### src/rtl/reg_mem_bist_pkg.sv
// reg_mem_bist_pkg
// Shared definitions for the reg_mem built-in self-test initiator:
//   - bist_state_e   : controller state encoding
//   - RD_LAT_MIN/MAX : supported read-latency range of the attached memory
//   - rd_lat_legal() : range check on a read-latency value
//   - bist_pattern() : expected data word for a given seed and address
package reg_mem_bist_pkg;

  typedef enum logic [2:0] {
    ST_IDLE  = 3'd0,
    ST_WRITE = 3'd1,
    ST_READ  = 3'd2,
    ST_DRAIN = 3'd3,
    ST_DONE  = 3'd4
  } bist_state_e;

  localparam int RD_LAT_MIN = 0;
  localparam int RD_LAT_MAX = 1;

  function automatic bit rd_lat_legal(input int lat);
    return (lat >= RD_LAT_MIN) && (lat <= RD_LAT_MAX);
  endfunction

  // Incrementing pattern; callers truncate to the data width, which gives
  // the modulo-2**DATA_WIDTH wrap.
  function automatic logic [31:0] bist_pattern(input logic [31:0] seed,
                                               input logic [31:0] idx);
    return seed + idx;
  endfunction

endpackage

### src/rtl/reg_mem_bist_chk.sv
// reg_mem_bist_chk
// Read-back checker for reg_mem_bist. Delays each issued read (expected
// word + address + valid) by RD_LAT cycles so it lines up with the memory
// read data, then compares and accumulates the result.
// Ports:
//   clk, rst_n          clock, asynchronous active-low reset
//   clear_i             start of a new run: clear delay line and results
//   issue_valid_i       a read address is being presented this cycle
//   issue_addr_i        address being read
//   issue_exp_i         value that address should hold
//   mem_rdata_i         read data from the memory
//   finish_i            this edge enters DONE: latch pass from final count
//   err_count_o         number of mismatching words
//   first_err_addr_o    address of the first mismatch (0 if none)
//   pass_o              1 when the finished run had no mismatches
module reg_mem_bist_chk
  import reg_mem_bist_pkg::*;
#(
  parameter int DATA_WIDTH = 4,
  parameter int ADDR_BITS  = 3,
  parameter int RD_LAT     = 1
) (
  input  logic                  clk,
  input  logic                  rst_n,
  input  logic                  clear_i,
  input  logic                  issue_valid_i,
  input  logic [ADDR_BITS-1:0]  issue_addr_i,
  input  logic [DATA_WIDTH-1:0] issue_exp_i,
  input  logic [DATA_WIDTH-1:0] mem_rdata_i,
  input  logic                  finish_i,
  output logic [ADDR_BITS:0]    err_count_o,
  output logic [ADDR_BITS-1:0]  first_err_addr_o,
  output logic                  pass_o
);

  logic                  cmp_valid;
  logic [ADDR_BITS-1:0]  cmp_addr;
  logic [DATA_WIDTH-1:0] cmp_exp;

  generate
    if (RD_LAT == 0) begin : g_comb_read
      // Combinational-read memory: data belongs to the address shown now.
      assign cmp_valid = issue_valid_i;
      assign cmp_addr  = issue_addr_i;
      assign cmp_exp   = issue_exp_i;
    end else begin : g_delay_line
      logic                  dl_valid_q [RD_LAT];
      logic [ADDR_BITS-1:0]  dl_addr_q  [RD_LAT];
      logic [DATA_WIDTH-1:0] dl_exp_q   [RD_LAT];

      for (genvar gi = 0; gi < RD_LAT; gi++) begin : g_stage
        logic                  src_valid;
        logic [ADDR_BITS-1:0]  src_addr;
        logic [DATA_WIDTH-1:0] src_exp;

        if (gi == 0) begin : g_head
          assign src_valid = issue_valid_i;
          assign src_addr  = issue_addr_i;
          assign src_exp   = issue_exp_i;
        end else begin : g_tail
          assign src_valid = dl_valid_q[gi-1];
          assign src_addr  = dl_addr_q[gi-1];
          assign src_exp   = dl_exp_q[gi-1];
        end

        always_ff @(posedge clk or negedge rst_n) begin
          if (!rst_n) begin
            dl_valid_q[gi] <= 1'b0;
            dl_addr_q[gi]  <= '0;
            dl_exp_q[gi]   <= '0;
          end else if (clear_i) begin
            dl_valid_q[gi] <= 1'b0;
            dl_addr_q[gi]  <= '0;
            dl_exp_q[gi]   <= '0;
          end else begin
            dl_valid_q[gi] <= src_valid;
            dl_addr_q[gi]  <= src_addr;
            dl_exp_q[gi]   <= src_exp;
          end
        end
      end

      assign cmp_valid = dl_valid_q[RD_LAT-1];
      assign cmp_addr  = dl_addr_q[RD_LAT-1];
      assign cmp_exp   = dl_exp_q[RD_LAT-1];
    end
  endgenerate

  logic                 mismatch;
  logic [ADDR_BITS:0]   err_q, err_d;
  logic [ADDR_BITS-1:0] first_q, first_d;
  logic                 seen_q, seen_d;
  logic                 pass_q, pass_d;

  // At most 2**ADDR_BITS compares per run, so the extra count bit means
  // err_d can never wrap.
  always_comb begin
    mismatch = cmp_valid && (mem_rdata_i != cmp_exp);
    err_d    = err_q + {{ADDR_BITS{1'b0}}, mismatch};
    first_d  = first_q;
    seen_d   = seen_q;
    pass_d   = pass_q;
    if (mismatch && !seen_q) begin
      first_d = cmp_addr;
      seen_d  = 1'b1;
    end
    // The final compare lands on the same edge as finish_i, so pass is
    // judged on the updated count.
    if (finish_i) begin
      pass_d = (err_d == '0);
    end
  end

  always_ff @(posedge clk or negedge rst_n) begin
    if (!rst_n) begin
      err_q   <= '0;
      first_q <= '0;
      seen_q  <= 1'b0;
      pass_q  <= 1'b0;
    end else if (clear_i) begin
      err_q   <= '0;
      first_q <= '0;
      seen_q  <= 1'b0;
      pass_q  <= 1'b0;
    end else begin
      err_q   <= err_d;
      first_q <= first_d;
      seen_q  <= seen_d;
      pass_q  <= pass_d;
    end
  end

  assign err_count_o      = err_q;
  assign first_err_addr_o = first_q;
  assign pass_o           = pass_q;

endmodule

### src/rtl/reg_mem_bist.sv
// reg_mem_bist
// Built-in self-test initiator for one reg_mem instance. On start it writes
// SEED+addr to every address, reads every address back and reports the
// number of mismatches, the first failing address and an overall pass flag.
// Ports:
//   clk, rst_n        clock, asynchronous active-low reset
//   start_i           run request, sampled only while idle
//   mem_addr_o        address to reg_mem (0 when not writing/reading)
//   mem_wdata_o       write data to reg_mem (0 outside the write phase)
//   mem_wen_o         write enable to reg_mem
//   mem_rdata_i       read data from reg_mem
//   busy_o            run in progress (first cycle after start .. DONE)
//   done_o            one-cycle pulse when results are final
//   pass_o            no mismatches in the last run (held)
//   err_count_o       mismatch count of the last run (held)
//   first_err_addr_o  first mismatching address of the last run (held)
module reg_mem_bist
  import reg_mem_bist_pkg::*;
#(
  parameter int DATA_WIDTH = 4,
  parameter int ADDR_BITS  = 3,
  parameter int SEED       = 10,
  parameter int RD_LAT     = 1
) (
  input  logic                  clk,
  input  logic                  rst_n,
  input  logic                  start_i,
  output logic [ADDR_BITS-1:0]  mem_addr_o,
  output logic [DATA_WIDTH-1:0] mem_wdata_o,
  output logic                  mem_wen_o,
  input  logic [DATA_WIDTH-1:0] mem_rdata_i,
  output logic                  busy_o,
  output logic                  done_o,
  output logic                  pass_o,
  output logic [ADDR_BITS:0]    err_count_o,
  output logic [ADDR_BITS-1:0]  first_err_addr_o
);

  // An unsupported latency falls back to the registered-read behaviour.
  localparam int RD_LAT_EFF = rd_lat_legal(RD_LAT) ? RD_LAT : RD_LAT_MAX;
  localparam int N          = 1 << ADDR_BITS;
  localparam logic [ADDR_BITS-1:0] IDX_LAST = ADDR_BITS'(N - 1);

  bist_state_e          state_q, state_d;
  logic [ADDR_BITS-1:0] idx_q, idx_d;
  logic [DATA_WIDTH-1:0] pat_value;
  logic                 accept;
  logic                 finish;

  assign pat_value = DATA_WIDTH'(bist_pattern(32'(SEED), 32'(idx_q)));
  assign accept    = (state_q == ST_IDLE) && start_i;
  assign finish    = (state_q != ST_DONE) && (state_d == ST_DONE);

  always_comb begin
    state_d = state_q;
    idx_d   = idx_q;
    case (state_q)
      ST_IDLE: begin
        if (start_i) begin
          state_d = ST_WRITE;
          idx_d   = '0;
        end
      end
      ST_WRITE: begin
        if (idx_q == IDX_LAST) begin
          state_d = ST_READ;
          idx_d   = '0;
        end else begin
          idx_d = idx_q + 1'b1;
        end
      end
      ST_READ: begin
        if (idx_q == IDX_LAST) begin
          state_d = (RD_LAT_EFF == 0) ? ST_DONE : ST_DRAIN;
          idx_d   = '0;
        end else begin
          idx_d = idx_q + 1'b1;
        end
      end
      // Latency is at most one cycle, so the drain is a single cycle.
      ST_DRAIN: state_d = ST_DONE;
      ST_DONE:  state_d = ST_IDLE;
      default:  state_d = ST_IDLE;
    endcase
  end

  always_ff @(posedge clk or negedge rst_n) begin
    if (!rst_n) begin
      state_q <= ST_IDLE;
      idx_q   <= '0;
    end else begin
      state_q <= state_d;
      idx_q   <= idx_d;
    end
  end

  // Memory pins and status decode only from state/index registers.
  assign mem_wen_o   = (state_q == ST_WRITE);
  assign mem_addr_o  = ((state_q == ST_WRITE) || (state_q == ST_READ)) ? idx_q : '0;
  assign mem_wdata_o = (state_q == ST_WRITE) ? pat_value : '0;
  assign busy_o      = (state_q != ST_IDLE);
  assign done_o      = (state_q == ST_DONE);

  reg_mem_bist_chk #(
    .DATA_WIDTH (DATA_WIDTH),
    .ADDR_BITS  (ADDR_BITS),
    .RD_LAT     (RD_LAT_EFF)
  ) u_chk (
    .clk              (clk),
    .rst_n            (rst_n),
    .clear_i          (accept),
    .issue_valid_i    (state_q == ST_READ),
    .issue_addr_i     (idx_q),
    .issue_exp_i      (pat_value),
    .mem_rdata_i      (mem_rdata_i),
    .finish_i         (finish),
    .err_count_o      (err_count_o),
    .first_err_addr_o (first_err_addr_o),
    .pass_o           (pass_o)
  );

endmodule

### config.mk
export PLATFORM = sky130hd
export DESIGN_NAME = reg_mem_bist
export DESIGN_NICKNAME = d
export VERILOG_FILES = /design/src/rtl/reg_mem_bist_pkg.sv /design/src/rtl/reg_mem_bist_chk.sv /design/src/rtl/reg_mem_bist.sv
export SDC_FILE = /design/constraint.sdc
export NUM_CORES = 1
export LEC_CHECK = 0
export CAP_MARGIN = 20
export CORE_MARGIN = 2
export CORE_UTILIZATION = 40
export DETAILED_ROUTE_END_ITERATION = 16
export PLACE_DENSITY = 0.65
export SYNTH_ARGS = -nofsm -noshare
export SYNTH_HDL_FRONTEND = slang
export SYNTH_HIERARCHICAL = 1
export SYNTH_SLANG_ARGS = --single-unit
### constraint.sdc
create_clock -name clk -period 3.6 [get_ports clk]
set_clock_uncertainty 0.2 [all_clocks]
set_input_delay 0.9 -clock clk [delete_from_list [all_inputs] [get_ports clk]]
set_output_delay 0.9 -clock clk [all_outputs]
set_load 0.05 [all_outputs]
Word-level counts from Yosys, hierarchy flattened
Cells that the tools add are included.
- register bits: 23
- bits of input ports: 7
- output and inout bits: 18
- word-level logic and storage cells: 54
- add/subtract/negate cells: 3
- equal/unequal tests: 9
- muxes and demuxes: 19
- reductions and logical operators: 14
- operators with widths (operator ; number):
    two-way mux 3 bit ; 9
    two-way mux 4 bit ; 3
    case mux 3 bit (4 select lines) ; 1
    == test 3 bit (second input constant) ; 3
    == test 3 x 2 -> 1 bit (second input constant) ; 2
    case mux 3 bit (2 select lines) ; 1
    nonzero test 2 bit ; 3
    two-way mux 1 bit ; 5
    adder 4 x 1 -> 4 bit ; 1
    adder 4 x 3 -> 4 bit (first input constant) ; 1
    logical AND 1 bit ; 4
    logical NOT 4 bit ; 1
    inequality test 4 bit ; 1
    adder 3 x 1 -> 3 bit (second input constant) ; 1
    == test 3 x 1 -> 1 bit (second input constant) ; 1
    logical NOT 3 bit ; 1
    inequality test 3 bit (second input constant) ; 1
    nonzero test 3 bit ; 1
    inequality test 2 bit (second input constant) ; 1
    AND reduction 2 bit ; 1
    OR reduction 2 bit ; 1
    logical NOT 1 bit ; 1
    logical OR 1 bit ; 1

Longest topological paths before layout
- word-level depth: 7
- depth in mapped cells: 7
- mapped depth without buffers: 7

Hierarchy
The synthesis kept the hierarchy.
- modules (own cells, without submodules) (module ; times used ; cells each ; area each (um^2) ; sequential area each (um^2)):
    reg_mem_bist_chk ; 1 ; 57 ; 701.9 ; 425.4
    reg_mem_bist ; 1 ; 56 ; 474.2 ; 150.1

Worst setup path before layout
OpenSTA, ideal clock, no wires.
- path kind: reg-to-output
- from: reg state_q[2]
- to: out done_o
- data arrival time: 1.849 ns
- data required time: 2.500 ns
- slack: 0.651 ns
- stages on the path, launching flop included: 3
- buffers on the path: 1
- cells stage by stage: dfrtp_1 clkbuf_1 nor3b_1
- cells in the longest elaborated chain, start to end: 1
- RTL lines (item ; RTL line ; text):
    start, declared ; reg_mem_bist.sv:44 ; bist_state_e state_q, state_d;
    start signal, assigned ; reg_mem_bist.sv:92 ; state_q <= state_d;
    == test 3 bit ; reg_mem_bist.sv:102 ; assign done_o = (state_q == ST_DONE);
    end, declared ; reg_mem_bist.sv:33 ; output logic done_o,
No other way between the ends.

Final worst setup path
- from: reg state_q[1]
- to: out mem_wdata_o[2]
- cells in the longest elaborated chain, start to end: 2
- RTL lines (item ; RTL line ; text):
    == test 3 x 1 -> 1 bit ; reg_mem_bist.sv:100 ; assign mem_wdata_o = (state_q == ST_WRITE) ? pat_value : '0;
    two-way mux 4 bit ; reg_mem_bist.sv:100 ;
    end, declared ; reg_mem_bist.sv:29 ; output logic [DATA_WIDTH-1:0] mem_wdata_o,
No other way between the ends.

==> results.sh <==
export IMPL_drive_gt1_frac=0.0580
export IMPL_nets=151
export IMPL_max_slew_margin=0.667
export IMPL_post_cts_resized=0
export IMPL_cts_hold_buf=0
export IMPL_synth_edf_count=0
export IMPL_antenna_found_initial=0
export IMPL_cap_violations=0
export IMPL_p_per_area_nw_per_um2=929
export IMPL_worst_slew_pin_slew_ps=498
export IMPL_cts_htree_levels=1
export IMPL_crit_path_end_kind="primary output"
export IMPL_ant_nets=0
export IMPL_clk_latency_ps=300
export IMPL_critPathLaunchType="flop"
export IMPL_wire_per_inst_um=13.2
export IMPL_multiInputGateArea_um2=564
export IMPL_cts_tree="built"
export IMPL_vias=867
export IMPL_syn_num_nets=125
export IMPL_clockRootBuffer="clkbuf_4"
export IMPL_diodes=0
export IMPL_irDropWorstVdd_mv=0.664
export IMPL_setup_tns_ps=0
export IMPL_drt_total_wl_um=2230
export IMPL_synth_seq_cells=23
export IMPL_io_pins=25
export IMPL_cp_max_fo=16
export IMPL_dieArea_um2=3390
export IMPL_drc_errors=0
export IMPL_synthCells=113
export IMPL_cts_buffers=3
export IMPL_fillers=271
export IMPL_ys_flop_type="dfrtp_1"
export IMPL_pre_cts_slack_ps=442
export IMPL_seqCellArea_um2=576
export IMPL_min_period_ps=3420
export IMPL_final_cell_mix="24 x clkdlybuf4s50_1, 23 x dfrtp_1, 12 x nor2b_1"
export IMPL_grt_pass1_wl_um=3780
export IMPL_required_ps=2500
export IMPL_outcome="completed"
export IMPL_dpl_hpwl_um=1610
export IMPL_ys_warn_count=6
export IMPL_grt_overflow_total=0
export IMPL_setup_ws_ps=183
export IMPL_initial_core_util=0.423
export IMPL_synth_top_area_cell="dfrtp_1"
export IMPL_finalCritPeriodShare=0.949
export IMPL_path_clk_slew_ps=130
export IMPL_placed_cells=165
export IMPL_yosysTopAreaCellShare=0.489
export IMPL_coreArea_um2=2780
export IMPL_post_dp_cell_area_um2=1450
export IMPL_leakage_uw=0.000684
export IMPL_max_freq_mhz=293
export IMPL_clkSinkCount=23
export IMPL_first_global_vias=852
export IMPL_hold_viol=0
export IMPL_viasPerCell=5.13
export IMPL_layout_commonest_cell="clkdlybuf4s50_1"
export IMPL_yosysSeqAreaShare=0.489
export IMPL_firstDrtPassIters=4
export IMPL_fin_area_um2=1480
export IMPL_rows=19
export IMPL_slew_violations=0
export IMPL_postCtsSetupBuffers=0
export IMPL_worstPathArrival_ps=2320
export IMPL_portBuffers=24
export IMPL_grtUsageTotal=0.145
export IMPL_ys_async_sr_fraction=1.00
export IMPL_synth_avg_cell_area_um2=10.4
export IMPL_netlist_area_um2=1180
export IMPL_setup_viol_count_final=0
export IMPL_cts_buffer_depth=2
export IMPL_fp_dieW_um=58.2
export IMPL_syn_to_final_growth_pct=25.4
export IMPL_critPathKind="reg2out"
export IMPL_min_path_type="reg2reg"
export IMPL_gp_congestion=0.828
export IMPL_grt_start_max_net_pins=24
export IMPL_rsz0062_at_grt="no"
export IMPL_final_cell_count_no_fill=169
export IMPL_die_y_um=58.2
export IMPL_drt_initial_drc_count=22
export IMPL_synth_area_top_cells="dfrtp_1 49%, nor2b_1 6.4%, ha_1 5.3%, nand2b_1 4.3%, xor2_1 3.7%"
export IMPL_yosysUniqueCellTypes=32
==> layer usage <==
metal  track usage  vias to the layer above  share of wire
met3        0.0268                        2          0.035
li1              -                      432              -
met4        0.0498                        0         0.0072
met2         0.244                       12           0.49
met5             0                        -              0
met1         0.189                      421           0.46
==> area by class of cell <==
cell class	count	area share
Clock buffer	4	0.0178
Inverter	4	0.0102
Multi-Input combinational cell	81	0.383
Sequential cell	23	0.390
Tap cell	31	0.0263
Timing Repair Buffer	26	0.173
==> cell usage after synthesis (2+ instances only) <==
cell,count
dfrtp_1,23
nor2b_1,12
nor2_1,10
nand2b_1,8
ha_1,5
xor2_1,5
and2_1,4
nand3_1,4
nor3_1,4
clkbuf_1,3
inv_1,3
mux2i_1,3
nor3b_1,3
nor4b_1,3
a21oi_1,2
and3b_1,2
buf_2,2
nand2_1,2
xnor2_1,2
==> power by group <==
group	switching, uW	internal, uW	total [uW]
logic	495	318	814
clock network	75.5	43.2	119
registers	92.8	346	438
==> through the flow <==
stage | hold WS (ps) | power, uW | util
floorplan | 257 | 1010 | -
global placement | 273 | 1250 | 0.521
detailed placement | 292 | 1260 | 0.521
CTS | 320 | 1380 | 0.530
global route | 360 | 1470 | 0.530
finish | 316 | 1370 | 0.530
==> logic make-up after synthesis <==
group / Yosys count / share of synthesized area
AOI/OAI and AO/OA: 8 / 0.0532
and+or+nand+nor: 57 / 0.286
xor gates and xnor gates: 7 / 0.0521
DFF: 23 / 0.489
buffers and inverters: 9 / 0.0308
muxes: 4 / 0.0351
adders and majority gates: 5 / 0.0532
==> sequential cells by signal, summed over array words and instances (netlist names) <==
register	cells
u_chk/seen_q	1
u_chk/cmp_valid	1
u_chk/cmp_addr	3
u_chk/err_count_o	4
idx_q	3
state_q	3
u_chk/first_err_addr_o	3
u_chk/pass_o	1
u_chk/cmp_exp	4
==> critical path: stages, from the launching register on <==
cell and delay (ps):
dfrtp_1 550, and2b_1 360, nand2b_1 130, inv_2 70, and2_1 120, clkdlybuf4s50_1 790
==> worst paths after layout <==
| kind | cells after the start | startpoint | to | slack (ps) |
|---|---|---|---|---|
| setup / recovery | 5 | state_q[1] | mem_wdata_o[2] | 180 |
| hold / removal | 2 | u_chk/seen_q | u_chk/seen_q | 320 |
| setup reg to reg | 7 | u_chk/cmp_exp[0] | u_chk/pass_o | 1360 |
| hold reg to reg | 2 | u_chk/seen_q | u_chk/seen_q | 320 |
| max in group asynchronous | 2 | rst_n | u_chk/pass_o | 2240 |
| min in group asynchronous | 2 | rst_n | u_chk/cmp_exp[3] | 730 |
No activity file was read; power rests on OpenSTA's default activity.
